[src/rtl/mp_add_pkg.sv]
// mp_add_pkg: shared definitions for the multi-precision add/subtract sequencer.
//   BYTE_W      - width of one adder slice (bits)
//   mp_state_t  - sequencer FSM states
//   idx_width() - width of the byte index register for a given byte count
package mp_add_pkg;

    localparam int BYTE_W = 8;

    typedef enum logic [1:0] {
        IDLE = 2'd0,
        RUN  = 2'd1,
        DONE = 2'd2
    } mp_state_t;

    // A single-byte operand still needs a 1-bit index register.
    function automatic int idx_width(input int num_bytes);
        return (num_bytes < 2) ? 1 : $clog2(num_bytes);
    endfunction

endpackage

[src/rtl/mp_add_seq_adder.sv]
// RippleCarry: 8-bit ripple-carry adder slice.
//   x1, x2 - addend bytes
//   cin    - carry into bit 0
//   y      - sum byte
//   cout   - carry out of bit 7
module RippleCarry (
    input  logic [7:0] x1,
    input  logic [7:0] x2,
    input  logic       cin,
    output logic [7:0] y,
    output logic       cout
);

    logic [8:0] c;

    always_comb begin
        c    = '0;
        y    = '0;
        c[0] = cin;
        for (int i = 0; i < 8; i++) begin
            y[i]     = x1[i] ^ x2[i] ^ c[i];
            c[i + 1] = (x1[i] & x2[i]) | (c[i] & (x1[i] ^ x2[i]));
        end
        cout = c[8];
    end

endmodule

[src/rtl/mp_add_seq.sv]
// mp_add_seq: multi-precision add/subtract sequencer. Operands are taken on a
// valid/ready start handshake, pushed through one 8-bit RippleCarry adder LSB
// byte first with the carry chained through a register, and returned on a
// valid/ready done handshake.
//   clk, rst          - clock, asynchronous active-high reset
//   start_valid/ready - request handshake; a, b, cin, sub sampled on it
//   result, cout      - sum/difference and final carry (not-borrow for sub)
//   done_valid/ready  - result handshake
//   busy              - operation in progress or result pending
//   ovf               - signed overflow, present only with MP_ADD_SEQ_OVF_EN
//
// state | meaning
// IDLE  | waiting for start_valid; start_ready high
// RUN   | one operand byte through the adder per cycle
// DONE  | result and cout held until done_ready
module mp_add_seq
    import mp_add_pkg::*;
#(
    parameter int NUM_BYTES = 4
) (
    input  logic                        clk,
    input  logic                        rst,
    input  logic                        start_valid,
    output logic                        start_ready,
    input  logic [BYTE_W*NUM_BYTES-1:0] a,
    input  logic [BYTE_W*NUM_BYTES-1:0] b,
    input  logic                        cin,
    input  logic                        sub,
    output logic [BYTE_W*NUM_BYTES-1:0] result,
    output logic                        cout,
    output logic                        done_valid,
    input  logic                        done_ready,
    output logic                        busy
`ifdef MP_ADD_SEQ_OVF_EN
    ,
    output logic                        ovf
`endif
);

    localparam int W     = BYTE_W * NUM_BYTES;
    localparam int IDX_W = idx_width(NUM_BYTES);
    localparam logic [IDX_W-1:0] LAST_IDX = IDX_W'(NUM_BYTES - 1);

    mp_state_t        state_q, state_d;
    logic [W-1:0]     a_q, a_d;
    logic [W-1:0]     b_q, b_d;
    logic             sub_q, sub_d;
    logic             carry_q, carry_d;
    logic [IDX_W-1:0] idx_q, idx_d;
    logic [W-1:0]     result_q, result_d;
    logic             cout_q, cout_d;
    logic             done_valid_q, done_valid_d;
`ifdef MP_ADD_SEQ_OVF_EN
    logic             ovf_q, ovf_d;
`endif

    logic [BYTE_W-1:0] add_x1, add_x2, add_y;
    logic              add_cout;

    // Subtraction is A + ~B + ~cin: invert B here, invert cin at accept.
    assign add_x1 = a_q[idx_q*BYTE_W +: BYTE_W];
    assign add_x2 = sub_q ? ~b_q[idx_q*BYTE_W +: BYTE_W] : b_q[idx_q*BYTE_W +: BYTE_W];

    RippleCarry u_adder (
        .x1   (add_x1),
        .x2   (add_x2),
        .cin  (carry_q),
        .y    (add_y),
        .cout (add_cout)
    );

    always_comb begin
        state_d      = state_q;
        a_d          = a_q;
        b_d          = b_q;
        sub_d        = sub_q;
        carry_d      = carry_q;
        idx_d        = idx_q;
        result_d     = result_q;
        cout_d       = cout_q;
        done_valid_d = done_valid_q;
`ifdef MP_ADD_SEQ_OVF_EN
        ovf_d        = ovf_q;
`endif
        case (state_q)
            IDLE: begin
                if (start_valid) begin
                    a_d      = a;
                    b_d      = b;
                    sub_d    = sub;
                    carry_d  = sub ? ~cin : cin;
                    idx_d    = '0;
                    result_d = '0;
                    state_d  = RUN;
                end
            end
            RUN: begin
                result_d[idx_q*BYTE_W +: BYTE_W] = add_y;
                carry_d = add_cout;
                idx_d   = idx_q + 1'b1;
                if (idx_q == LAST_IDX) begin
                    cout_d       = add_cout;
                    done_valid_d = 1'b1;
                    state_d      = DONE;
`ifdef MP_ADD_SEQ_OVF_EN
                    // Carry into the top bit is recovered from that bit's sum.
                    ovf_d = (add_x1[BYTE_W-1] ^ add_x2[BYTE_W-1] ^ add_y[BYTE_W-1]) ^ add_cout;
`endif
                end
            end
            DONE: begin
                if (done_ready) begin
                    done_valid_d = 1'b0;
                    state_d      = IDLE;
                end
            end
            default: state_d = IDLE;
        endcase
    end

    always_ff @(posedge clk or posedge rst) begin
        if (rst) begin
            state_q      <= IDLE;
            a_q          <= '0;
            b_q          <= '0;
            sub_q        <= 1'b0;
            carry_q      <= 1'b0;
            idx_q        <= '0;
            result_q     <= '0;
            cout_q       <= 1'b0;
            done_valid_q <= 1'b0;
`ifdef MP_ADD_SEQ_OVF_EN
            ovf_q        <= 1'b0;
`endif
        end else begin
            state_q      <= state_d;
            a_q          <= a_d;
            b_q          <= b_d;
            sub_q        <= sub_d;
            carry_q      <= carry_d;
            idx_q        <= idx_d;
            result_q     <= result_d;
            cout_q       <= cout_d;
            done_valid_q <= done_valid_d;
`ifdef MP_ADD_SEQ_OVF_EN
            ovf_q        <= ovf_d;
`endif
        end
    end

    assign start_ready = (state_q == IDLE);
    assign busy        = (state_q != IDLE);
    assign result      = result_q;
    assign cout        = cout_q;
    assign done_valid  = done_valid_q;
`ifdef MP_ADD_SEQ_OVF_EN
    assign ovf         = ovf_q;
`endif

endmodule

[config.mk]
export PLATFORM = sky130hd
export DESIGN_NAME = mp_add_seq
export DESIGN_NICKNAME = d
export VERILOG_FILES = /design/src/rtl/mp_add_pkg.sv /design/src/rtl/mp_add_seq_adder.sv /design/src/rtl/mp_add_seq.sv
export SDC_FILE = /design/constraint.sdc
export NUM_CORES = 1
export LEC_CHECK = 0
export ABC_AREA = 0
export CAP_MARGIN = 20
export CORE_UTILIZATION = 41
export CTS_BUF_LIST = sky130_fd_sc_hd__clkbuf_16
export CTS_CLUSTER_SIZE = 28
export DETAILED_ROUTE_END_ITERATION = 8
export PLACE_DENSITY = 0.76
export SLEW_MARGIN = 15
export SYNTH_ARGS = -nofsm -noshare
export SYNTH_HDL_FRONTEND = slang
export SYNTH_SLANG_ARGS = --single-unit
[constraint.sdc]
create_clock -name clk -period 12.8 [get_ports clk]
set_input_delay 1.92 -clock clk [delete_from_list [all_inputs] [get_ports clk]]
set_output_delay 1.92 -clock clk [all_outputs]
set_load 0.005 [all_outputs]
# Yosys cells after proc, flatten, opt, wreduce, memory -nomap -nowiden
# Cells that the tools add are included.
# word_totals
register_bits	104
latch_bits	0
mem_bits_rw	0
rom_bits	0
out_inout_bits	36
wordCells	88
n_memories	0
# op_classes
addsub	2
multipliers	0
div_mod_pow	0
order_cmp	0
n_eq_ne	6
n_shift	4
n_mux	16
bitwise	42
reduce_logical	9
# op_table
op	count
$pmux 32 s2	1
$shiftx 32x6->8	2
$neg 5->34	1
$shift 8x34->32 const A	1
$shiftx 8x34->32	1
$bwmux 32	1
$mux 32	1
$and 1x1->1	16
$xor 1x1->1	16
$mux 2	4
$mux 8	1
$not 8->8	1
$or 1x1->1	8
$ne 2x2->1 const B	3
$pmux 2 s3	1
$reduce_and 2->1	3
$reduce_and 3->1	2
$reduce_bool 2->1	3
$eq 2x2->1 const B	2
$mux 1	4
$pmux 1 s2	2
$pmux 2 s2	1
$add 2x1->2 const B	1
$eq 2x1->1 const B	1
2 further kinds	2

# Longest topological paths before layout
# depth
ltp_word	22
mapped_depth	13

# Cells and area by module
# From an unflattened synthesis, not the netlist that was laid out.
# unflattened
cells_unflattened	306
area_unflattened_um2	4682.0
# by_module_without_submodules
module	instances	cells_per_inst	area_each_um2	seq_area_each_um2
mp_add_seq	1	288	4484.3	2602.5
RippleCarry	1	18	197.7	0.0

# Worst setup path before layout
# Ideal clock, no wire load.
# synth_path
kind	register to register
startpoint	reg idx_q[0]
endpoint	reg result_q[15], in the netlist result[15]
setup_ns	0.078
arrival_ns	4.254
required_ns	12.722
path_slack_ns	8.468
stages_incl_launch_ff	14
path_buffers	1
period_less_slack_ns	4.332
path_cell_list	dfrtp_1 > buf_2 > mux4_2 > xor2_1 > fa_1 > fa_1 > fa_1 > fa_1 > fa_1 > inv_1 > fa_1 > fa_1 > fa_1 > o2bb2ai_1
# synth_between
elab_chain_len	22
word_cells_on_any_way	46
classes_between	1 x add/sub; 4 x shift; 3 x mux; 38 x bitwise
# synth_lines
item	line_no	rtl
from (decl)	mp_add_seq.sv:49	logic [IDX_W-1:0] idx_q, idx_d;
from (signal assigned)	mp_add_seq.sv:141	idx_q <= idx_d;
$shiftx 32x6->8	mp_add_seq.sv:62	assign add_x2 = sub_q ? ~b_q[idx_q*BYTE_W +: BYTE_W] : b_q[idx_q*BYTE_W +: BYTE_W];
$not 8->8	mp_add_seq.sv:62	
$mux 8	mp_add_seq.sv:62	
$xor 1x1->1	mp_add_seq_adder.sv:21, mp_add_seq_adder.sv:22	
$and 1x1->1	mp_add_seq_adder.sv:22	c[i + 1] = (x1[i] & x2[i]) | (c[i] & (x1[i] ^ x2[i]));
$or 1x1->1	mp_add_seq_adder.sv:22	
$and 1x1->1	mp_add_seq_adder.sv:22	
$or 1x1->1	mp_add_seq_adder.sv:22	
[6 not listed]	--	
$and 1x1->1	mp_add_seq_adder.sv:22	
$or 1x1->1	mp_add_seq_adder.sv:22	
$and 1x1->1	mp_add_seq_adder.sv:22	
$or 1x1->1	mp_add_seq_adder.sv:22	
$xor 1x1->1	mp_add_seq_adder.sv:21	y[i] = x1[i] ^ x2[i] ^ c[i];
$shiftx 8x34->32	mp_add_seq.sv:98	result_d[idx_q*BYTE_W +: BYTE_W] = add_y;
$bwmux 32 *	mp_add_seq.sv:98	
$pmux 32 s2 *	mp_add_seq.sv:85	case (state_q)
to (signal assigned)	mp_add_seq.sv:142	result_q <= result_d;
to (decl)	mp_add_seq.sv:50	logic [W-1:0] result_q, result_d;
# Mark *: on every way between the ends. The rest lies on a longest branch, timed or not.
# A chain may end at the register's enable or synchronous reset.

# Final worst setup path
# layout_path
startpoint	reg idx_q[0]
endpoint	reg result_q[31], in the netlist result[31]
# Same word-level chain as after synthesis.

==> impl_results.md <==
- Status: finished clean
- Placed instance area: 0.00581 sq mm
- Fin. Hold Viols: 0
- Sequential area share after synthesis: 56.1%
- Setup bufs post-CTS: 0
- Post-synth ARST share: 100%
- Crit path buf inv count: 2
- Hold Slack: 0.492 ns
- Setup Skew: 0.00781 ns
- Hpwl dp: 7360 um
- Worst VDD drop: 0.163 mV
- Most common cell after layout, fill and taps aside: clkdlybuf4s50_1
- FF-to-FF setup slack: 7.89 ns
- CP Class: register to register
- Rows: 38
- First-pass GRT wire length: 15800 um
- Crit path top cell by count: fa_1
- Most frequent cells in the layout: clkdlybuf4s50_1 (105), dfrtp_1 (104), mux2_2 (59), a22o_1 (20), mux4_2 (16)
- Synth warn: 0
- Max_cap viols: 0
- CP Cell Sequence: buf_4 > mux4_2 > xor2_1 > fa_1 > fa_1 > fa_1 > fa_1 > fa_1 > inv_1 > fa_1 > fa_1 > fa_1 > o2bb2ai_1
- Leakage: 0.00258 uW
- DRC: 0
- Flops & latches, synth: 104
- Yosys cell types: 36
- Final min period: 4.91 ns
- Synth Cell Area: 0.00464 sq mm
- Power Total: 1750 uW
- Gr busiest metal: met2
- CP arrival: 5.17 ns
- Resize count post-CTS: 0
- Met1 GRT Util: 24.6%
- Number of CTS-inserted buffers: 9
- CTS tree: done
- Final period util: 38.4%
- Layout net count: 488
- Max_slew headroom: 29.4%
- Root buffer cell: clkbuf_16
- Main synth FF type: dfrtp_1
- Critical path startpoint category: register
- Setup crit end kind: register
- Crit path largest cell delay: 0.70 ns
- Grt met2 use: 30.0%
- Iteration-0 DRC Markers: 102
- Die X-Extent: 108 um
- Cells after synthesis: 302
- Clock latency on the worst-skew pair: 0.34 ns
- Initial Util: 42.4%
- Critical path's top delay family: adder cells
- Net Count, Synth: 384
- CP required: 13.06 ns
- Clock slew at reported path FFs: 0.07 ns
- Die area: 0.0118 sq mm
- Initial antenna violation count: 0
- Area Growth Syn to Fin: 31.5%
- Fraction of layout cells with a size suffix above 1: 25.3%
- Gpl congestion: 0.830
- Setup-failing EPs final: 0
- EDFF count, synth: 0
- IO Port Bufs: 105
- IO Count: 106
- Final ANT Viol Nets: 0
- DR vias: 2912
- Ant diodes: 0
- Largest net degree at the start of global routing: 70
- Critical path's slowest cell: dfrtp_1
- Clk sinks: 104
- HP Class: register to register
- Avg Synthesized Cell Area: 15.4 sq um
- Met3 Usage GRT: 3.92%
- Vias in the first global route: 2951
- CTS max path bufs: 2
- Total congestion overflow: 0
- Wire per inst: 17.9 um
- CP max FO: 14
- Global Route Usage Sum: 18.0%
- Htree depth: 3
- DRT Wirelength: 9840 um
- Setup_tns: 0 ns
- Power density over cell area: 287 mW/mm^2
- Post-CTS Hold Buffers: 0
- Vias per inst: 5.28
- Worst-Margin Slew: 1.06 ns
- Die span in y: 108 um
- Post-route cell area: 0.00611 sq mm
- Count of pins over their slew limit: 0
- Max Clock Freq: 204 MHz
- RSZ-0062 raised after global routing: false
- Drt pass-1 iters: 4
- Area of the core: 0.0109 sq mm
-- final cells by class --
type | instances | area, sq um
clock buffer | 9 | 225
fill | 903 | 4830
clock inverter | 7 | 67.6
timing repair buffer | 108 | 1070
multi-input combinational | 174 | 1930
sequential | 104 | 2600
inverter | 9 | 36.3
tap | 140 | 175
-- per-layer routing --
metal  wire (um)  vias to the layer above
met5           0                        -
met4          23                        0
met3         452                        2
met2        4980                       83
met1        4390                     1502
li1            -                     1325
-- where the power goes --
group          leakage [uW]  total [uW]  internal [uW]  switching [uW]
Clock              0.000139         264            136             128
Combinational       0.00115         902            478             423
Sequential          0.00129         584            481             103
-- metrics by stage --
stage,std cells,util [%],worst slack [ns]
global placement,535,53.2,8.03
floorplan,302,-,8.15
CTS,551,55.8,7.85
global route,551,55.8,7.61
detailed placement,535,53.2,7.88
finish,551,55.8,7.89
-- Yosys cell counts (5+ instances only) --
cell type    n  area, sq um
fa_1         8          160
mux2_4       6         90.1
mux4_2      16          360
a22o_1      20          175
nand2_1      6         22.5
dfrtp_1    104         2600
o2bb2ai_1   12          105
buf_2        9         45.0
xor2_1       5         43.8
mux2_2      59          664
o21ai_0      5         25.0
inv_1        9         33.8
-- logic make-up after synthesis --
group | synth area share [%]
adders and majority gates | 4.53
xor gates and xnor gates | 1.70
DFF | 56.1
muxes | 24.0
buffers and inverters | 2.51
AOI/OAI and AO/OA | 7.92
and+or+nand+nor | 3.26
-- flip-flops by register name, summed over array words and instances, names as in the netlist --
register and flops:
idx_q 2, cout 1, done_valid 1, carry_q 1
result 32, sub_q 1, b_q 32, a_q 32
state_q 2
-- worst paths after layout --
path | endpoint | startpoint | cells after the start
worst min-delay path | result[13] | result[13] | 1
min in group asynchronous | result[18] | rst | 2
worst min register to register | result[13] | result[13] | 1
worst max register to register | result[31] | idx_q[0] | 13
max in group asynchronous | b_q[9] | rst | 3
worst max-delay path | result[31] | idx_q[0] | 13
(Power assumes the default switching activity.)
